--- src/rtl/fetch_pkg.sv ---
`default_nettype none
// fetch_pkg -- shared constants and the queue entry type for the fetch stage.
// Rev 1.0
package fetch_pkg;

  localparam logic [31:0] NOP_INSTR            = 32'hE1A0_0000;
  localparam logic [31:0] DEFAULT_RESET_VECTOR = 32'h0000_0000;

  typedef struct packed {
    logic [31:0] pc;
    logic [31:0] data;
    logic        fault;
  } fetch_entry_t;

endpackage
`default_nettype wire

--- src/rtl/fetch_queue.sv ---
`default_nettype none
// fetch_queue -- 2-deep instruction FIFO with flush and full-throughput push/pop.
// Rev 1.0
module fetch_queue
  import fetch_pkg::*;
(
  input  logic        clk,
  input  logic        reset,
  input  logic        push,
  input  logic        pop,
  input  logic        flush,
  input  logic [31:0] push_pc,
  input  logic [31:0] push_data,
  input  logic        push_fault,
  output logic [31:0] head_pc,
  output logic [31:0] head_data,
  output logic        head_fault,
  output logic [1:0]  count
);

  fetch_entry_t slot0;
  fetch_entry_t slot1;
  fetch_entry_t in_entry;
  logic [1:0]   cnt;

  assign in_entry = '{pc: push_pc, data: push_data, fault: push_fault};

  // slot0 is always the head; it is left untouched when the queue drains so
  // the decoder-facing pc/data hold their last values while empty.
  always_ff @(posedge clk) begin
    if (reset) begin
      slot0 <= '0;
      slot1 <= '0;
      cnt   <= 2'd0;
    end else if (flush) begin
      cnt <= 2'd0;
    end else begin
      case (cnt)
        2'd0: begin
          if (push) begin
            slot0 <= in_entry;
            cnt   <= 2'd1;
          end
        end
        2'd1: begin
          if (push && pop) begin
            slot0 <= in_entry;
          end else if (push) begin
            slot1 <= in_entry;
            cnt   <= 2'd2;
          end else if (pop) begin
            cnt <= 2'd0;
          end
        end
        default: begin
          if (pop) begin
            slot0 <= slot1;
            if (push) begin
              slot1 <= in_entry;
            end else begin
              cnt <= 2'd1;
            end
          end
        end
      endcase
    end
  end

  assign head_pc    = slot0.pc;
  assign head_data  = slot0.data;
  assign head_fault = slot0.fault;
  assign count      = cnt;

endmodule
`default_nettype wire

--- src/rtl/instruction_fetch.sv ---
`default_nettype none
// instruction_fetch -- PC, shared memory port mux and fetch queue; optional
// perf counters under FETCH_PERF_EN. Rev 1.0
module instruction_fetch
  import fetch_pkg::*;
#(
  parameter logic [31:0] RESET_VECTOR = DEFAULT_RESET_VECTOR,
  parameter int          MEM_BYTES    = 1024
) (
  input  logic        clk,
  input  logic        reset,
  output logic [31:0] mem_address,
  output logic        mem_write_en,
  output logic [31:0] mem_write_data,
  input  logic [31:0] mem_read_data,
  input  logic        dmem_req,
  input  logic        dmem_we,
  input  logic [31:0] dmem_addr,
  input  logic [31:0] dmem_wdata,
  output logic [31:0] dmem_rdata,
  input  logic        redirect_valid,
  input  logic [31:0] redirect_pc,
  output logic        instr_valid,
  input  logic        instr_ready,
  output logic [31:0] instr_data,
  output logic [31:0] instr_pc,
  output logic        instr_fault,
  output logic [31:0] perf_stall_count,
  output logic [31:0] perf_flush_count
);

  localparam logic [31:0] FAULT_LIMIT = 32'(MEM_BYTES - 3);

  logic [31:0] fetch_pc;
  logic [1:0]  q_count;
  logic        q_head_fault;
  logic        pop;
  logic        push;
  logic        fetch_fault;
  logic [31:0] fetch_data;
  logic        unused_low_bits;

  assign unused_low_bits = ^redirect_pc[1:0];

  // Data accesses always win the single memory port.
  assign mem_address    = dmem_req ? dmem_addr : fetch_pc;
  assign mem_write_en   = dmem_req & dmem_we;
  assign mem_write_data = dmem_wdata;
  assign dmem_rdata     = mem_read_data;

  assign pop         = instr_valid & instr_ready;
  assign push        = ~dmem_req & ~redirect_valid & ~reset & ((q_count != 2'd2) | pop);
  assign fetch_fault = (fetch_pc >= FAULT_LIMIT);
  assign fetch_data  = fetch_fault ? NOP_INSTR : mem_read_data;

  always_ff @(posedge clk) begin
    if (reset) begin
      fetch_pc <= RESET_VECTOR;
    end else if (redirect_valid) begin
      fetch_pc <= {redirect_pc[31:2], 2'b00};
    end else if (push) begin
      fetch_pc <= fetch_pc + 32'd4;
    end
  end

  fetch_queue u_queue (
    .clk       (clk),
    .reset     (reset),
    .push      (push),
    .pop       (pop),
    .flush     (redirect_valid),
    .push_pc   (fetch_pc),
    .push_data (fetch_data),
    .push_fault(fetch_fault),
    .head_pc   (instr_pc),
    .head_data (instr_data),
    .head_fault(q_head_fault),
    .count     (q_count)
  );

  assign instr_valid = (q_count != 2'd0);
  assign instr_fault = q_head_fault & instr_valid;

`ifdef FETCH_PERF_EN
  logic [31:0] stall_cnt;
  logic [31:0] flush_cnt;

  always_ff @(posedge clk) begin
    if (reset) begin
      stall_cnt <= 32'd0;
      flush_cnt <= 32'd0;
    end else begin
      if (dmem_req) begin
        stall_cnt <= stall_cnt + 32'd1;
      end
      if (redirect_valid) begin
        flush_cnt <= flush_cnt + 32'd1;
      end
    end
  end

  assign perf_stall_count = stall_cnt;
  assign perf_flush_count = flush_cnt;
`else
  assign perf_stall_count = 32'd0;
  assign perf_flush_count = 32'd0;
`endif

endmodule
`default_nettype wire

--- config.mk ---
export PLATFORM = sky130hd
export DESIGN_NAME = instruction_fetch
export DESIGN_NICKNAME = d
export VERILOG_FILES = /design/src/rtl/fetch_pkg.sv /design/src/rtl/fetch_queue.sv /design/src/rtl/instruction_fetch.sv
export SDC_FILE = /design/constraint.sdc
export NUM_CORES = 1
export LEC_CHECK = 0
export ABC_AREA = 1
export CORE_ASPECT_RATIO = 1.2
export CORE_MARGIN = 2
export CORE_UTILIZATION = 51
export DETAILED_ROUTE_END_ITERATION = 10
export HOLD_SLACK_MARGIN = 0.08
export PLACE_DENSITY = 0.88
export SLEW_MARGIN = 20
export SYNTH_ARGS = -nofsm -noshare
export SYNTH_HDL_FRONTEND = slang
export SYNTH_HIERARCHICAL = 1
export SYNTH_SLANG_ARGS = --single-unit
--- constraint.sdc ---
create_clock -name clk -period 6.26 [get_ports clk]
set_input_delay 1.878 -clock clk [delete_from_list [all_inputs] [get_ports clk]]
set_output_delay 1.878 -clock clk [all_outputs]
set_load 0.01 [all_outputs]
Word-level counts from Yosys, hierarchy flattened
Cells that the tools add are included.
{"block": "word_totals", "regBits": 164, "latch_bits": 0, "mem_bits_rw": 0, "romBits": 0, "in_bits": 134, "out_inout_bits": 227, "n_memories": 0}
{"block": "classes", "addsub": 1, "mul": 0, "div": 0, "order_cmp": 1, "n_eq_ne": 7, "shifts": 0, "mux": 19, "bitwise": 11, "n_reduce_logical": 10}
{"operator": "$mux 65", "count": 6}
{"operator": "$pmux 65 s2", "count": 2}
{"operator": "$mux 32", "count": 4}
{"operator": "$add 32x3->32 const B", "count": 1}
{"operator": "$ge 32x10->1 const B", "count": 1}
{"operator": "$mux 2", "count": 6}
{"operator": "$reduce_and 4->1", "count": 2}
{"operator": "$and 1x1->1", "count": 6}
{"operator": "$reduce_bool 2->1", "count": 3}
{"operator": "$reduce_and 5->1", "count": 1}
{"operator": "$ne 2x1->1 const B", "count": 2}
{"operator": "$ne 2x2->1 const B", "count": 2}
{"operator": "$not 1->1", "count": 4}
{"operator": "$pmux 2 s2", "count": 1}
{"operator": "$ne 3x2->1 const B", "count": 1}
{"operator": "$ne 3x3->1 const B", "count": 1}
{"operator": "$reduce_bool 3->1", "count": 1}
{"operator": "$eq 2x1->1 const B", "count": 1}
{"operator": "$logic_not 2->1", "count": 1}
{"operator": "$reduce_or 2->1", "count": 1}
{"operator": "$logic_and 1x1->1", "count": 1}
{"operator": "$or 1x1->1", "count": 1}

Depth between registers and ports, before layout
{"block": "depth", "ltp_word": 7, "depth_mapped": 14, "ltp_nobuf": 11}

Hierarchy
Netlist, hierarchy kept.
{"module": "fetch_queue", "instances": 1, "cells_each": 1147, "area_each_um2": 6832.8, "seq_area_each_um2": 2642.5}
{"module": "instruction_fetch", "instances": 1, "cells_each": 663, "area_each_um2": 3857.4, "seq_area_each_um2": 600.6}

Worst setup path after synthesis
No wires, ideal clock.
{"block": "synth_path", "path_type": "input port to output port", "start": "input dmem_req", "end": "output mem_address[24]", "arrival_time_ns": 2.493, "path_slack_ns": 1.889, "stages": 3, "n_path_buf": 2, "path_cell_list": "buf_2 clkbuf_1 o21ai_0"}
{"block": "synth_via", "elab_chain_cells": 1}
{"item": "from (decl)", "line": "instruction_fetch.sv:16", "source": "input logic dmem_req,"}
{"item": "$mux 32", "line": "instruction_fetch.sv:46", "source": "assign mem_address = dmem_req ? dmem_addr : fetch_pc;"}
{"item": "to (decl)", "line": "instruction_fetch.sv:12", "source": "output logic [31:0] mem_address,"}
Every way passes these cells.

Worst setup path in the final report
{"block": "layout_path", "start": "input dmem_req", "end": "output mem_address[25]"}
The elaborated chain is that of the path after synthesis.

==> impl_metrics.env <==
export IMPL_netlist_instances=1810
export IMPL_cts_made_buffers=17
export IMPL_cts_root_to_sink_buffers=2
export IMPL_final_cells=2200
export IMPL_cts_tree="done"
export IMPL_routabilityCongestion=0.851
export IMPL_drt_initial_drc_count=656
export IMPL_die_area_sq_um=22100
export IMPL_worstSetupPathType="primary input to output pin"
export IMPL_post_cts_hold_buffer_count=0
export IMPL_finalWorstPathRequiredPeriod_ps=5120
export IMPL_synth_compound_area_frac=0.0748
export IMPL_nets_finish=2052
export IMPL_power_leakage_nw=6.13
export IMPL_via_count=10500
export IMPL_final_layout_size_suffix_gt1_frac=0.0508
export IMPL_vdd_ir_drop_max_mv=0.190
export IMPL_root_buffer_master="sky130_fd_sc_hd__clkbuf_16"
export IMPL_detail_route_wirelength_mm=27.1
export IMPL_synth_commonest_cells="sky130_fd_sc_hd__nand2_1 (495), sky130_fd_sc_hd__inv_1 (341), sky130_fd_sc_hd__nor2_1 (259), sky130_fd_sc_hd__dfxtp_1 (162), sky130_fd_sc_hd__buf_4 (130)"
export IMPL_timing_max_cap_violations=0
export IMPL_yosys_area_share_simple=0.352
export IMPL_synth_area_leader_cell="sky130_fd_sc_hd__dfxtp_1"
export IMPL_worstPathBufferInverterCount=3
export IMPL_post_cts_resized=0
export IMPL_worst_slew_pin_transition_ps=816
export IMPL_multi_input_area_sq_um=4900
export IMPL_clock_tree_htree_level_count=4
export IMPL_insertion_delay_ps=420
export IMPL_status="completed"
export IMPL_final_antenna_net_count=0
export IMPL_sequential_cell_area_sq_um=3250
export IMPL_tightest_hold_check_type="flip-flop to flip-flop"
export IMPL_highest_layer="met4"
export IMPL_cp_arrival_ps=3240
export IMPL_netlist_area_sq_um=10700
export IMPL_synth_top_cell_area_share=0.303
export IMPL_clkSlewWorstSetupHoldPaths_ps=60
export IMPL_synth_mux_area_fraction=0
export IMPL_globalRoute_totalOverflow=0
export IMPL_post_synth_top_count_cell="sky130_fd_sc_hd__nand2_1"
export IMPL_met1_length_mm=10.9
export IMPL_maxClockFrequency_ghz=0.195
export IMPL_synth_top_cells_by_area="sky130_fd_sc_hd__dfxtp_1 (30%), sky130_fd_sc_hd__nand2_1 (17%), sky130_fd_sc_hd__inv_1 (12%), sky130_fd_sc_hd__buf_4 (9.1%), sky130_fd_sc_hd__nor2_1 (9.1%)"
export IMPL_grt_usage=0.245
export IMPL_post_route_drc_count=0
export IMPL_critPathLaunch="dmem_req"
export IMPL_synth_seq_cells=162
export IMPL_synth_top_family_by_area="simple AND/OR/NAND/NOR gates"
export IMPL_nFillCells=1952
export IMPL_synth_cell_type_count=35
export IMPL_fp_dieH_microns=163
export IMPL_worstPathRequired_ps=4380
export IMPL_post_route_period_util=0.817
export IMPL_synth_warnings=6
export IMPL_dr_pass1_iters=5
export IMPL_rsz0062_at_grt="false"
export IMPL_hold_path_origin="u_queue/slot1[21]"
export IMPL_highest_net_fanout_along_the_worst_path=32
export IMPL_crit_chain="buf_2 > buf_4 > nand2_1 > o21ai_0 > clkdlybuf4s50_1"
export IMPL_initial_core_util=0.515
export IMPL_path_delay_family="buffers and inverters"
export IMPL_synth_adder_area_share=0.00117
export IMPL_detail_route_vias_per_cell=4.76
export IMPL_timing_critical_path_slowest_cell_delay_ps=580
export IMPL_post_synth_xor_area_fraction=0.00410
export IMPL_number_of_antenna_violations_at_the_first_check_in_global_routing=0
export IMPL_finalClockSkew_ps=9.03
export IMPL_place_inst=2168
export IMPL_sum_of_met2_wire_segment_lengths_after_detailed_routing_mm=13.7
export IMPL_io_buffer_count=230
export IMPL_met3WireLength_mm=1.59
export IMPL_vias_in_the_first_global_route=9556
export IMPL_start_kind="primary input"
export IMPL_synth_sequential_area_ratio=0.303
export IMPL_floorplan_rows=58
export IMPL_hpwl_mm=18.7
export IMPL_crit_path_end_kind="output pin"
export IMPL_async_reset_ff_frac=0
export IMPL_timing_slew_headroom=0.456
export IMPL_postCtsSetupBuffers=0
export IMPL_timing_setup_tns_ps=0
export IMPL_finalMaxSlewViolations=0
export IMPL_pin_count=361
export IMPL_grt_start_max_net_pins=110
export IMPL_layout_area_overhead_vs_synth_pct=20.6
export IMPL_core_sq_um=20800
export IMPL_worst_path_max_delay_cell="sky130_fd_sc_hd__clkdlybuf4s50_1"
export IMPL_synth_edf_count=0
export IMPL_ff_to_ff_start="u_queue/count[1]"
export IMPL_routed_wire_length_per_instance_microns=12.3
export IMPL_finalHoldViolCount=0
export IMPL_setup_viol=0
export IMPL_ys_dominant_reg_cell="sky130_fd_sc_hd__dfxtp_1"
export IMPL_power_density_nw_per_um2=203
export IMPL_die_x_microns=136
export IMPL_synth_avg_cell_area_sq_um=5.91
export IMPL_tritoncts_num_sinks=162
export IMPL_num_antenna_cells=0
export IMPL_first_pass_grt_wire_length_mm=44.3
final cells by class:
class | instances | share of cell area
clock buffers | 21 | 0.0357
well taps | 270 | 0.0262
flip-flops and latches | 162 | 0.252
clock inverters | 11 | 0.0135
repair buffers | 243 | 0.187
multi-input cells | 1130 | 0.380
inverters | 363 | 0.106
stage by stage:
step / hold slack [ps] / cell area (sq um) / utilization / setup slack (ps) / power [W]
6_report: 507 / 12900 / 0.621 / 1140 / 0.00261
5_1_grt: 530 / 12900 / 0.621 / 977 / 0.00272
4_1_cts: 509 / 12900 / 0.621 / 1130 / 0.00264
3_5_place_dp: 497 / 12300 / 0.590 / 1120 / 0.00151
3_3_place_gp: 494 / 12300 / 0.590 / 1130 / 0.00150
2_1_floorplan: 473 / 10900 / - / 1890 / 0.00137
kinds of logic after synthesis:
group / count (synthesis)
buf+inv: 583
compound gates: 156
xor+xnor: 5
fa+ha+maj: 1
flops: 162
simple gates: 902
other cells: 1
worst min-delay path, stage by stage, from the launching register on:
cell	delay, ps
sky130_fd_sc_hd__dfxtp_1	310
sky130_fd_sc_hd__inv_1	50
sky130_fd_sc_hd__nand2_1	40
sky130_fd_sc_hd__inv_1	40
sky130_fd_sc_hd__nor2_1	30
metal layers:
layer,vias up,track usage
li1,5389,-
met1,4629,0.283
met2,380,0.442
met3,63,0.0392
met4,0,0.107
met5,-,0
cells in the final DEF (no fill, tap or decap), types with 2 or more instances in the layout:
| master | count |
|---|---|
| sky130_fd_sc_hd__a21oi_1 | 25 |
| sky130_fd_sc_hd__a22oi_1 | 2 |
| sky130_fd_sc_hd__a31oi_1 | 4 |
| sky130_fd_sc_hd__and2_1 | 3 |
| sky130_fd_sc_hd__buf_4 | 12 |
| sky130_fd_sc_hd__bufinv_16 | 4 |
| sky130_fd_sc_hd__clkbuf_1 | 2 |
| sky130_fd_sc_hd__clkbuf_16 | 17 |
| sky130_fd_sc_hd__clkbuf_8 | 2 |
| sky130_fd_sc_hd__clkdlybuf4s50_1 | 229 |
| sky130_fd_sc_hd__clkinv_4 | 2 |
| sky130_fd_sc_hd__conb_1 | 66 |
| sky130_fd_sc_hd__dfxtp_1 | 161 |
| sky130_fd_sc_hd__inv_1 | 340 |
| sky130_fd_sc_hd__inv_2 | 22 |
| sky130_fd_sc_hd__inv_6 | 3 |
| sky130_fd_sc_hd__nand2_1 | 493 |
| sky130_fd_sc_hd__nand2_2 | 7 |
| sky130_fd_sc_hd__nand2_4 | 3 |
| sky130_fd_sc_hd__nand3_1 | 43 |
| sky130_fd_sc_hd__nand3_2 | 2 |
| sky130_fd_sc_hd__nand3b_1 | 2 |
| sky130_fd_sc_hd__nand4_1 | 70 |
| sky130_fd_sc_hd__nor2_1 | 258 |
| sky130_fd_sc_hd__nor2_2 | 5 |
| sky130_fd_sc_hd__nor2_4 | 7 |
| sky130_fd_sc_hd__o21ai_0 | 122 |
| sky130_fd_sc_hd__or2_1 | 3 |
| sky130_fd_sc_hd__or2_2 | 3 |
| sky130_fd_sc_hd__xor2_1 | 4 |
worst paths after layout:
path	slack, ps	cells past startpoint	endpoint
setup / recovery	1140	5	mem_address[25]
hold / removal	510	4	u_queue/slot1[21]
setup reg to reg	2930	11	u_queue/slot1[39]
hold reg to reg	510	4	u_queue/slot1[21]
power breakdown:
group	switching, W	internal, W
clock network	0.000433	0.000693
registers	0.0000279	0.00106
logic	0.000210	0.000187
registers in the layout (all words and copies together) (netlist names):
name / count
u_queue/head_data: 32
u_queue/head_fault: 1
u_queue/head_pc: 32
u_queue/count: 2
u_queue/slot1: 65
fetch_pc: 30
Power figures use the tool's default switching activity.
==> variant: new RTL, same settings <==
Build with the macro `FETCH_PERF_EN` defined.
--- a/src/rtl/instruction_fetch.sv
+++ b/src/rtl/instruction_fetch.sv
@@ -1,6 +1,8 @@
 `default_nettype none
 // instruction_fetch -- PC, shared memory port mux and fetch queue; optional
 // perf counters under FETCH_PERF_EN. Rev 1.0
+`define FETCH_PERF_EN
+
 module instruction_fetch
   import fetch_pkg::*;
 #(
Formal check against the unedited RTL: not equivalent (a bounded check fails within 4 cycles, from zero or initial values and one cycle with reset high).
==> variant against the original RTL <==
  * Die area increased by 26%
  * Core utilization is 2.4 points higher
  * Register-to-register slack improved by 80 ps
  * Via count is 35% higher
  * Synthesized area is 27% higher
  * Routed wire length up 43%
  * Sequential cell count is 64 higher
  * Power rose by 31%
  * Design area rose by 31%
  * Global-route usage increased by 2.4 points
  * Setup slack lost 220 ps
  * Clock power increased by 33%
  * Synthesized cell count increased by 25%
  * Sequential power rose by 39%
==> variant: results (changes against the original RTL) <==
N_diodes - 0 (unchanged)
Dominant cells by area after synthesis - dfxtp_1 (33%), nand2_1 (17%), inv_1 (11%)
Worst path top cell family by delay - buffers and inverters
H-tree depth - 1 (-3)
Post-synth top flop - dfxtp_1
Global-route wire length before repair - 63700 um (+44%)
FILL cells - 2357 (+21%)
WHS - 480 ps (-27.3 ps)
Yosys cell types - 39 (+11%)
Routed WL per cell - 13.9 um (+12%)
First DRT Iteration DRCs - 870 (+33%)
Reg2Reg Launch Point - u_queue/count[1]
Initial antenna violation count - 2 (+2)
DR vias - 14100 (+35%)
Worst Skew - 20.9 ps (+11.9 ps)
Hold endpoint - perf_flush_count[8]
Gpl congestion - 0.931 (+9.5%)
Int Pwr - 2.57 mW (+32%)
GRT Overall Usage - 0.269 (+0.0240)
Bufs on Longest Clock Path - 3 (+1)
YS warnings - 6 (unchanged)
HP Class - register to register
Slew @ Worst Pin - 854 ps (+38.1 ps)
Max reg flops - 65 (unchanged)
Hpwl dp - 26900 um (+44%)
CTS clk-pin slew, worst paths - 60 ps (about the same)
First-pass DRT Iterations - 5 (unchanged)
Leakage power - 7.41 nW (+21%)
FFs w/ async S/R, synth - 0 (unchanged)
Hold Crit Depth - 2 (-2)
Status - finished clean
TritonCTS buffer count - 25 (+8)
Critical hold path startpoint - perf_flush_count[8]
Worst reg2reg endpoint - u_queue/slot1[0]
R2R depth - 12 (+1)
Slack of the worst reg-to-reg path - 3010 ps (+80 ps)
Biggest register - u_queue/slot1
Critical path data arrival time - 3460 ps (+220 ps)
Clk root buf - clkbuf_16
CP max stage cell - clkdlybuf4s50_1
Vias in the first global route - 13400 (+41%)
Share of cells above drive strength 1 - 0.0533 (+0.00254)
Largest net degree at the start of global routing - 131 (+19%)
Maximum fanout along the worst path - 30 (-6.3%)
Layout Nets - 2577 (+26%)
Clk_lat worst skew - 520 ps (+100 ps)
Synth top cells by count - nand2_1 (625), inv_1 (391), nor2_1 (366), dfxtp_1 (226), o21ai_0 (134)
Post-cts resize count - 0 (unchanged)
Critical Path Max Stage Delay - 580 ps (about the same)
Seq/Total Area, Yosys - 0.334 (+0.0307)
Post-CTS Setup Bufs - 0 (unchanged)
Port bufs - 294 (+28%)
Worst VDD drop - 0.227 mV (+19%)
## variant: kinds of logic after synthesis
logic type,Yosys count,synth area share
AOI/OAI and AO/OA,207,0.0791
and+or+nand+nor,1229,0.382
DFF,226,0.334
xor gates and xnor gates,20,0.0129
buffers and inverters,583,0.189
adders and majority gates,3,0.00277
other,1,0.000277
## variant: power by group through the flow
| stage | clock network (mW) | logic (mW) | registers, mW |
|---|---|---|---|
| floorplan | 0 | 0.226 | 1.54 |
| global placement | 0 | 0.403 | 1.53 |
| detailed placement | 0 | 0.409 | 1.54 |
| CTS | 1.53 | 0.412 | 1.50 |
| global route | 1.59 | 0.454 | 1.51 |
| finish | 1.50 | 0.411 | 1.51 |
## variant: layer usage
| layer | wire [um] | track usage |
|---|---|---|
| met1 | 15300 | 0.318 |
| met4 | 755 | 0.0770 |
| met2 | 19100 | 0.485 |
| met3 | 3470 | 0.0627 |
| met5 | 12 | 0 |
## variant: worst register-to-register path, delay by kind of cell (launching register included)
| family | cells | cell delay, ps |
|---|---|---|
| flops | 1 | 640 |
| simple gates | 7 | 1200 |
| buf+inv | 5 | 1350 |
## variant: area by class of cell
type,count,share of cell area
clock buffer,35,0.0416
clock inverter,9,0.00748
inverter,417,0.0928
multi-input combinational,1461,0.384
sequential,226,0.268
tap,335,0.0248
timing repair buffer,309,0.181
## variant: through the flow
step                      cell area [sq um]  utilization  setup slack, ps  instances
after floorplan                       13500            -             1880       2270
after global placement                16100        0.613             1010       2748
after detailed placement              16100        0.613              923       2748
after CTS                             16900        0.645              924       2792
after global routing                  16900        0.645              809       2792
final                                 16900        0.645              925       2792
## variant: how the worst max path moves through the flow
stage | to | cells after the start | from | slack, ps
after global routing | mem_address[27] | 5 | dmem_req | 810
after global placement | mem_address[24] | 5 | dmem_req | 1010
after floorplan | mem_address[10] | 3 | dmem_req | 1880
after CTS | mem_address[27] | 5 | dmem_req | 920
final | mem_address[27] | 5 | dmem_req | 930
after detailed placement | mem_address[27] | 5 | dmem_req | 920
